$ cat config.mk
export PLATFORM = sky130hd
export DESIGN_NAME = uart_ascii_rx
export DESIGN_NICKNAME = d
export VERILOG_FILES = /design/src/rtl/uart_ascii_rx.sv
export SDC_FILE = /design/constraint.sdc
export NUM_CORES = 1
export LEC_CHECK = 0
export ABC_AREA = 1
export CORE_AREA = 4 4 103 105
export CTS_BUF_LIST = sky130_fd_sc_hd__clkbuf_4 sky130_fd_sc_hd__clkbuf_8
export CTS_CLUSTER_DIAMETER = 60
export DETAILED_ROUTE_END_ITERATION = 12
export DIE_AREA = 0 0 107 109
export GPL_ROUTABILITY_DRIVEN = 0
export PLACE_DENSITY = 0.56
export SLEW_MARGIN = 20
export SYNTH_ARGS = -nofsm -noshare
export SYNTH_HDL_FRONTEND = slang
export SYNTH_SLANG_ARGS = --single-unit
export TNS_END_PERCENT = 10
$ cat constraint.sdc
create_clock -name clk -period 6.3 [get_ports clk]
set_clock_uncertainty 0.05 [all_clocks]
set_input_delay 0.63 -clock clk [delete_from_list [all_inputs] [get_ports clk]]
set_output_delay 0.63 -clock clk [all_outputs]
set_load 0.1 [all_outputs]
$ cat src/rtl/uart_ascii_rx.sv
// UART 8N1 receiver with a decimal command decoder: digits accumulate into a
// value that is published on carriage return; bad frames or characters flag err_o.
module uart_ascii_rx #(
  parameter int unsigned CLK_FREQ   = 100_000_000,
  parameter int unsigned BAUD       = 115200,
  parameter int unsigned MAX_DIGITS = 4
) (
  input  logic        clk,
  input  logic        rst,
  input  logic        en_i,
  input  logic        rx_i,
  output logic [13:0] value_o,
  output logic        value_vld_o,
  output logic        err_o
);

  localparam int unsigned CLKS_PER_BIT = CLK_FREQ / BAUD;
  localparam int unsigned HALF_BIT     = CLKS_PER_BIT / 2;
  localparam int unsigned CNT_W        = $clog2(CLKS_PER_BIT + 1);
  localparam int unsigned DIG_W        = $clog2(MAX_DIGITS + 1);

  localparam logic [1:0] S_IDLE  = 2'd0;
  localparam logic [1:0] S_START = 2'd1;
  localparam logic [1:0] S_DATA  = 2'd2;
  localparam logic [1:0] S_STOP  = 2'd3;

  logic             rx_s1_q, rx_s2_q, rx_prev_q;
  logic [1:0]       state_q, state_d;
  logic [CNT_W-1:0] baud_q, baud_d;
  logic [2:0]       bit_q, bit_d;
  logic [7:0]       shift_q, shift_d;
  logic             byte_rdy_q, byte_rdy_d;
  logic             frm_err_q, frm_err_d;
  logic [13:0]      acc_q, acc_d;
  logic [DIG_W-1:0] count_q, count_d;
  logic             discard_q, discard_d;
  logic [13:0]      value_q, value_d;
  logic             vld_q, vld_d;
  logic             err_q, err_d;

  logic is_digit;
  assign is_digit = (shift_q >= 8'h30) && (shift_q <= 8'h39);

  // Synchronizer and previous-sample register for start-edge detection
  always_ff @(posedge clk or posedge rst) begin
    if (rst) begin
      rx_s1_q   <= 1'b1;
      rx_s2_q   <= 1'b1;
      rx_prev_q <= 1'b1;
    end else begin
      rx_s1_q   <= rx_i;
      rx_s2_q   <= rx_s1_q;
      rx_prev_q <= rx_s2_q;
    end
  end

  always_ff @(posedge clk or posedge rst) begin
    if (rst) begin
      state_q    <= S_IDLE;
      baud_q     <= '0;
      bit_q      <= '0;
      shift_q    <= '0;
      byte_rdy_q <= 1'b0;
      frm_err_q  <= 1'b0;
      acc_q      <= '0;
      count_q    <= '0;
      discard_q  <= 1'b0;
      value_q    <= '0;
      vld_q      <= 1'b0;
      err_q      <= 1'b0;
    end else begin
      state_q    <= state_d;
      baud_q     <= baud_d;
      bit_q      <= bit_d;
      shift_q    <= shift_d;
      byte_rdy_q <= byte_rdy_d;
      frm_err_q  <= frm_err_d;
      acc_q      <= acc_d;
      count_q    <= count_d;
      discard_q  <= discard_d;
      value_q    <= value_d;
      vld_q      <= vld_d;
      err_q      <= err_d;
    end
  end

  always_comb begin
    state_d    = state_q;
    baud_d     = baud_q;
    bit_d      = bit_q;
    shift_d    = shift_q;
    byte_rdy_d = 1'b0;
    frm_err_d  = 1'b0;
    acc_d      = acc_q;
    count_d    = count_q;
    discard_d  = discard_q;
    value_d    = value_q;
    vld_d      = 1'b0;
    err_d      = 1'b0;

    // Receiver: every sample is taken when the baud counter wraps
    case (state_q)
      S_IDLE: begin
        baud_d = '0;
        bit_d  = '0;
        if (rx_prev_q && !rx_s2_q) state_d = S_START;
      end
      S_START: begin
        if (baud_q == CNT_W'(HALF_BIT - 1)) begin
          baud_d  = '0;
          state_d = rx_s2_q ? S_IDLE : S_DATA;
        end else begin
          baud_d = baud_q + CNT_W'(1);
        end
      end
      S_DATA: begin
        if (baud_q == CNT_W'(CLKS_PER_BIT - 1)) begin
          baud_d  = '0;
          shift_d = {rx_s2_q, shift_q[7:1]};
          bit_d   = bit_q + 3'd1;
          if (bit_q == 3'd7) state_d = S_STOP;
        end else begin
          baud_d = baud_q + CNT_W'(1);
        end
      end
      S_STOP: begin
        if (baud_q == CNT_W'(CLKS_PER_BIT - 1)) begin
          baud_d     = '0;
          state_d    = S_IDLE;
          byte_rdy_d = rx_s2_q;
          frm_err_d  = !rx_s2_q;
        end else begin
          baud_d = baud_q + CNT_W'(1);
        end
      end
      default: state_d = S_IDLE;
    endcase

    // Decoder runs one clk after the stop sample
    if (frm_err_q) begin
      err_d     = 1'b1;
      acc_d     = '0;
      count_d   = '0;
      discard_d = 1'b0;
    end else if (byte_rdy_q) begin
      if (is_digit) begin
        if (discard_q) begin
          discard_d = 1'b1;
        end else if (count_q == DIG_W'(MAX_DIGITS)) begin
          err_d     = 1'b1;
          discard_d = 1'b1;
        end else begin
          acc_d   = acc_q * 14'd10 + 14'(shift_q[3:0]);
          count_d = count_q + DIG_W'(1);
        end
      end else if (shift_q == 8'h0D) begin
        if (count_q != '0 && !discard_q) begin
          value_d = acc_q;
          vld_d   = 1'b1;
        end
        acc_d     = '0;
        count_d   = '0;
        discard_d = 1'b0;
      end else begin
        err_d     = 1'b1;
        discard_d = 1'b1;
      end
    end

    // Disable aborts reception and clears the command, keeping the last value
    if (!en_i) begin
      state_d    = S_IDLE;
      baud_d     = '0;
      bit_d      = '0;
      byte_rdy_d = 1'b0;
      frm_err_d  = 1'b0;
      acc_d      = '0;
      count_d    = '0;
      discard_d  = 1'b0;
      value_d    = value_q;
      vld_d      = 1'b0;
      err_d      = 1'b0;
    end
  end

  assign value_o     = value_q;
  assign value_vld_o = vld_q;
  assign err_o       = err_q;

endmodule

==> results of run 1 <==
-- power groups by stage --
stage / registers (mW) / clock network [mW] / logic, mW
after detailed placement: 0.426 / 0 / 0.0661
final: 0.419 / 0.424 / 0.0644
after global placement: 0.426 / 0 / 0.0649
after floorplan: 0.424 / 0 / 0.0516
after global routing: 0.420 / 0.456 / 0.0771
after CTS: 0.419 / 0.439 / 0.0664
-- stage by stage --
stage	util, %	hold slack (ps)
after global placement	41.5	297
final	44.0	307
after CTS	44.0	308
after global routing	44.0	311
after floorplan	-	295
after detailed placement	41.5	298
-- flip-flops by register name, summed over array words and instances (netlist names) --
| name | count |
|---|---|
| state_q | 2 |
| value_o | 14 |
| value_vld_o | 1 |
| shift_q | 8 |
| baud_q | 10 |
| discard_q | 1 |
| frm_err_q | 1 |
| rx_s2_q | 1 |
| rx_prev_q | 1 |
| bit_q | 3 |
| rx_s1_q | 1 |
| byte_rdy_q | 1 |
| err_o | 1 |
| acc_q | 14 |
| count_q | 3 |
-- routing by layer --
layer	share of wire, %	track usage, %	routed length, um	vias up
li1	-	-	-	1517
met1	49	17.4	3490	1300
met2	47	24.5	3350	35
met3	3.4	3.91	246	10
met4	1.3	3.84	90	0
met5	0	0	0	-
-- worst paths after layout --
check / from / slack [ps] / to / cells after the start
max: value_o[2]$_DFFE_PP0P_ / 3740 / value_o[2] / 1
min reg2reg: rx_s1_q$_DFF_PP1_ / 310 / rx_s2_q$_DFF_PP1_ / 0
min in group asynchronous: rst / 790 / count_q[2]$_DFFE_PP0P_ / 3
min: rx_s1_q$_DFF_PP1_ / 310 / rx_s2_q$_DFF_PP1_ / 0
max reg2reg: acc_q[1]$_DFFE_PP0P_ / 3830 / acc_q[13]$_DFFE_PP0P_ / 12
max in group asynchronous: rst / 4890 / baud_q[3]$_DFF_PP0_ / 3
-- cell type report --
class,count,area (um^2),area share [%]
clock buffer,10,131,3.10
clock inverter,6,109,2.57
inverter,76,285,6.73
multi-input combinational,319,1790,42.3
sequential,62,1560,36.7
tap,133,166,3.93
timing repair buffer,20,198,4.66
-- logic make-up after synthesis --
group                    after synthesis
AO/OA/AOI/OAI                         58
XOR/XNOR                               8
adder cells (fa/ha/maj)               30
buffers and inverters                 82
flip-flops                            62
multiplexers                           2
AND/OR/NAND/NOR                      221
-- placed cells by master, fill, tap and decap left out, drive strengths merged --
cell type and instances:
bufinv 3, o21bai 1, a21oi 16, nand2 137
clkbuf 10, o22ai 7, nand3b 3, fa 2
xor2 5, a22oi 1, a21boi 1, nand3 26
nand4 3, nor3 5, o21ai 32, clkdlybuf4s50 19
buf 1, mux2 2, or2 2, dfstp 3
dfrtp 59, nor4 4, clkinv 2, inv 77
nor2 40, xnor2 3, nor3b 1, ha 28
==> results summary, run 1 <==
The run finished with clean final reports. The reported max-cap violation count is 0. The sequential area share after synthesis came out at 42.3%.

The final clock period utilization by the worst path came out at 40.7%. The synthesized netlist devotes 1.90% of its cell area to XOR and XNOR gates. The final-layout fill cell count is 967. The global-route wire length before repair is 13100 um.

The peak supply drop came out at 147 uV. The die outline width came out at 107 um. Setup repair after global routing left no endpoint under its margin. The slowest cell on the critical path is sky130_fd_sc_hd__clkdlybuf4s50_1.

The worst setup path is captured at a primary output. The worst setup path is of the reg2out kind. Buffers added to address setup during post-CTS repair amount to 0. Using the TritonRoute via totals, the vias-per-cell ratio works out to 4.57. The count of yosys warnings during synthesis is 0. The total power divided by cell area is 214 mW/mm^2.

Ranked by instance count, the synthesized netlist is headed by sky130_fd_sc_hd__nand2_1, sky130_fd_sc_hd__inv_1, sky130_fd_sc_hd__dfrtp_1. The routed layout has 2862 vias. Timing analysis after detailed placement gives a worst setup slack of 3770 ps. The internal power of the cells totals 696 uW. The main combinational cell family by area after synthesis is simple AND/OR/NAND/NOR gates. The finished layout holds 626 standard cells, fillers aside. Synthesis instantiated 37 different standard cells from the library. The total of hold buffers inserted after clock tree synthesis came out at 0. The number of port buffers is 19. The area growth from synthesis to layout is 15.2%. The violation count after the first detailed-routing iteration came out at 155. Summing the areas of all compound-gate instances in the mapped netlist gives 8.77% of the synthesized area. The most used flip-flop cell after synthesis is sky130_fd_sc_hd__dfrtp_1. The area fraction in and, or, nand and nor cells after synthesis is 26.9%. The transition time at the pin with the least slew margin came out at 1000 ps. The library cell with the largest summed area after synthesis is sky130_fd_sc_hd__dfrtp_1. After technology mapping, the gate count stands at 463. The post-synthesis adder-cell area fraction is 10.6%. Clock latency on the worst-skew pair, taken at its later pin, is 330 ps.

The number of endpoints failing setup at the final stage came out at 0. In the post-synthesis netlist, the biggest area contributors are sky130_fd_sc_hd__dfrtp_1, sky130_fd_sc_hd__nand2_1, sky130_fd_sc_hd__ha_1. The combinational share of power came out at 7.1%. The aggregate routed wire length came out at 7180 um.

The first TritonRoute pass finished after 4 iterations. Entering global routing, the biggest net connects 63 pins. The layout cell share with drive strength beyond 1 came out at 9.74%.

Of all nets on the critical path, the largest fanout is 2. The total count of max-transition violations in the final report is 0. The count of boundary I/O pins is 20. The clock-pin transition on the worst setup and hold timing paths came out at 70 ps. In the routed design, unresolved DRC markers number 0.

The number of enable-type register cells in the synthesized netlist is 0. The total global-route track usage came out at 14.1%. For the finished layout, the period the worst path requires is 2560 ps. The antenna cell count came out at 0. Overall power consumption after layout is estimated at 907 uW.

After detailed routing, the average wire length per cell comes to 11.5 um. The share of total power in the clock network is 46.7%. The cell total after placement came out at 610. The root buffer cell is sky130_fd_sc_hd__clkbuf_8. The number of flip-flops and latches in the synthesized netlist is 62.

The setup TNS came out at 0 ps. The proportion of synthesized area in mux cells came out at 0.612%. The smallest setup slack after layout came out at 3740 ps. The global route total overflow came out at 0. The die covers 0.0117 mm^2.

The buffering stage count on the worst path with inverters included is 1. The largest single stage delay on the critical path is 1170 ps. Once detail routing completed, the nets flagged for antenna violations numbered 0. The placeable core region came out at 0.00964 mm^2. The clock passes through at most 2 buffers. The kind of cell with the highest combined delay along the critical path is buffers and inverters. The CTS H-tree depth came out at 3.

The die outline height came out at 109 um. At the end of the flow, the number of nets in the layout was 522. The required time reported for the critical path endpoint came out at 5620 ps.

The average instance area after synthesis is 7.95 um^2. The netlist area before placement is 0.00368 mm^2. In this run the tightest slew margin relative to its limit is 33.0%. The maximum clock frequency is 390 MHz. The final non-filler cell area came out at 0.00424 mm^2. The net switching power is 211 uW. The tightest min-delay check is of the reg2reg type. The number of failing hold endpoints at the final stage is 0.

The cell with the most instances after synthesis is sky130_fd_sc_hd__nand2_1. The total number of placement rows is 36. The effective utilization at floorplan is 38.2%.

The initial antenna violation count came out at 0. Traced cell by cell, the critical path runs through clkdlybuf4s50_1. The number of resized instances in the post-cts repair step came out at 0.

The clock drives 62 sinks. The switching fraction of total power came out at 23.2%. After detailed placement, the total cell area comes to 0.00400 mm^2. The clock tree from TritonCTS is built.

Per report_power, the sequential group accounts for 46.2% of the total. The via count of the first global-routing pass came out at 2859. The async set-or-reset flop fraction in the synthesized netlist came out at 100%. The critical path startpoint category is a flop. The fraction of synthesized cell area taken by the top area cell type came out at 40.1%.

The standby leakage power came out at 2.17 nW. The synthesized net count came out at 497. At the worst endpoint, the arrival time is 1880 ps. Counting the buffers created by CTS gives 9.

The post-detailed-placement half-perimeter wirelength came out at 5470 um.
(Power assumes the default switching activity.)
==> run 2, diff against run 1 <==
PLACE_DENSITY = 0.58   (was 0.56)
clock period = 2.3 ns   (was 6.3 ns; I/O delays follow)
==> run 2 against run 1 <==
  * Register-to-register slack worse by 3800 ps
  * Wire length up 2.9%
  * Die area unchanged
  * Clock power up 100%
  * Sequential share of layout area down 1.4 points
  * Cell count up 1.9%
  * Final area up 4.2%
  * Worst hold slack worse by 96 ps
  * Via count up 1.4%
  * Core utilization up 1.8 points
  * Combinational power rose to 2.8 times the previous value
  * Largest cell class unchanged
  * Largest power group is now registers
==> results summary, run 2 (synthesis gave the netlist of run 1 again) <==
The pin count of the biggest net entering global routing is 41. The initial antenna violation count was 0. The met1 usage is 16.2%. The die outline height came out at 109 um. The antenna cell count is 0. The required time reported for the critical path endpoint is 2450 ps. The number of failing hold endpoints at the final stage is 0. At the pin with the least slew margin, the transition time is 512 ps.

The total power divided by cell area is 496 mW/mm^2. The type of element capturing the critical path is a flop. The first detailed-routing pass ran for 4 iterations. During placement, the flow inserted port buffers numbering 19. The kind of path behind the tightest hold check is in2async. The switching fraction of total power came out at 24.1%. Summed over all cells, the static leakage comes to 2.21 nW. Of the available clock period, the critical path in the final layout requires 97.1%. In the final routed layout, each cell accounts on average for 11.6 um. The largest fanout of any net on the critical path is 3. The via count of the first global-routing pass came out at 2785.

The critical path is of the reg2reg type. The internal power came out at 1.66 mW. The effective utilization at floorplan came out at 38.2%. Once layout is done, the placed cells without fillers occupy 0.00442 mm^2. Setup repair after global routing could not meet its margin everywhere. The floorplan step defined a die boundary enclosing 0.0117 mm^2. The insertion delay of the later-clocked pin in the worst-skew pair came out at 320 ps. The placeable core region is 0.00964 mm^2.

The total global-route track usage came out at 13.5%. For the finished layout, the period the worst path requires is 2230 ps. The count of boundary I/O pins came out at 20. The relative area change from synthesis to final layout is 20.0%. The net switching power is 528 uW. The post-route antenna net violation count is 0.

In this run the most used layer during global routing was met2. The clock-pin transition on the worst setup and hold timing paths is 60 ps. The post-detailed-route via-to-cell ratio is 4.55. The total number of placement rows is 36. Leaving out fill and tap cells, the most frequent cell in the layout is sky130_fd_sc_hd__nand2_1.

TritonCTS built the clock tree. The share of total power dissipated in combinational logic is 8.3%. The clock net in this run drives a total of 62 sinks. The endpoint identified for the worst register-to-register timing path is acc_q[11]$_DFFE_PP0P_.

The number of endpoints failing setup at the final stage came out at 0. The share of total power dissipated in sequential elements is 52.4%. The reported max-cap violation count came out at 0. The critical path startpoint category is a flop.

The violation count after the first detailed-routing iteration came out at 87. The number of nets at the end of the flow came out at 534. The worst-case headroom to the max-slew limit is 65.8%.

CTS built an H-tree with a depth of 3. Across the VDD grid, the largest voltage drop is 277 uV. The met3 track demand over resource is 3.37%. The die is 107 um wide. The tree is rooted in a sky130_fd_sc_hd__clkbuf_8. Summed over all failing endpoints, the final setup total negative slack is 0 ps.

The top cell types in the final layout, fill and taps aside, are sky130_fd_sc_hd__nand2_1, sky130_fd_sc_hd__inv_1, sky130_fd_sc_hd__dfrtp_1. The total DRC errors in the routed layout came out at 0. In this run the critical register-to-register path is launched from acc_q[3]$_DFFE_PP0P_. The global-route met2 utilization came out at 24.4%. The share of total power in the clock network came out at 39.3%. The global route total overflow is 0.

The maximum clock frequency is 448 MHz. STA puts the critical path data arrival time at 2380 ps. The filler cells instantiated in the layout total 987. The routed layout has 2901 vias.

The total count of max-transition violations in the final report came out at 0. For this block, the routed nets add up to 7390 um of wire. The post-detailed-placement half-perimeter wirelength is 5540 um. The maximum count of clock buffers along a single path came out at 2.

The global-route wire length before repair is 12700 um. The standard cell area after detailed placement came out at 0.00405 mm^2. The layout cell share with drive strength beyond 1 is 21.8%. The depth of the worst register-to-register path came out at 12. The TritonCTS buffer count came out at 9. The flow ran to the end, and the final reports show no timing, DRC or antenna violations.

The register-to-register path setup slack came out at 70 ps.
[run 2: metrics by stage]
stage	setup slack, ps	power, mW	utilization, %	cells	hold slack (ps)
floorplan	0.393	1.30	-	463	184
global placement	-12.3	1.35	42.1	621	295
detailed placement	-71.3	1.35	42.1	621	297
CTS	8.94	2.23	44.2	637	218
global route	-54.1	2.32	45.8	638	240
finish	67.4	2.19	45.8	638	211
[run 2: per-layer routing]
layer,vias up,wire length [um]
li1,1537,-
met1,1327,3320
met2,29,3750
met3,8,227
met4,0,97
met5,-,0
[run 2: worst max-delay path by stage]
| stage | start | endpoint | slack [ps] | cells after the start |
|---|---|---|---|---|
| floorplan | acc_q[1]$_DFFE_PP0P_ | acc_q[13]$_DFFE_PP0P_ | 0.4 | 12 |
| global placement | acc_q[3]$_DFFE_PP0P_ | acc_q[12]$_DFFE_PP0P_ | -10 | 13 |
| detailed placement | acc_q[3]$_DFFE_PP0P_ | acc_q[13]$_DFFE_PP0P_ | -70 | 12 |
| CTS | acc_q[6]$_DFFE_PP0P_ | acc_q[11]$_DFFE_PP0P_ | 9 | 13 |
| global route | acc_q[2]$_DFFE_PP0P_ | acc_q[11]$_DFFE_PP0P_ | -50 | 13 |
| finish | acc_q[3]$_DFFE_PP0P_ | acc_q[11]$_DFFE_PP0P_ | 70 | 12 |
[run 2: layout make-up]
type	count	area [um^2]	area share, %
Clock buffer	15	175	3.97
Clock inverter	1	5.00	0.113
Inverter	76	285	6.46
Multi-Input combinational cell	319	1960	44.5
Sequential cell	62	1560	35.3
Tap cell	133	166	3.77
Timing Repair Buffer	32	260	5.89
[run 2: what timing repair did]
item	in CTS	in global routing
setup buffers	0	1
pin swaps	1	9
resized for setup	5	36
endpoints found under the setup margin	3	7
hold buffers	0	0
[run 2: power groups by stage]
stage | clock network, mW | registers, mW | logic [mW]
floorplan | 0 | 1.16 | 0.141
global placement | 0 | 1.17 | 0.183
detailed placement | 0 | 1.17 | 0.186
CTS | 0.898 | 1.15 | 0.186
global route | 0.955 | 1.15 | 0.214
finish | 0.860 | 1.15 | 0.182
[run 2: worst max-delay path, stage by stage (launching register included)]
cell and delay (ps):
sky130_fd_sc_hd__dfrtp_2 450, sky130_fd_sc_hd__ha_4 230, sky130_fd_sc_hd__ha_4 160, sky130_fd_sc_hd__fa_2 390, sky130_fd_sc_hd__nand2_2 90, sky130_fd_sc_hd__nand2_1 80, sky130_fd_sc_hd__inv_2 90, sky130_fd_sc_hd__nand3_2 80
sky130_fd_sc_hd__nand3b_4 190, sky130_fd_sc_hd__nor2_4 100, sky130_fd_sc_hd__nand2_1 60, sky130_fd_sc_hd__nand3_1 70, sky130_fd_sc_hd__o21ai_1 60
==> run 3, diff against run 2 <==
SLEW_MARGIN = default   (was 20)
==> results of run 3 <==
No change in the layout: final DEF, timing and power equal those of run 2.
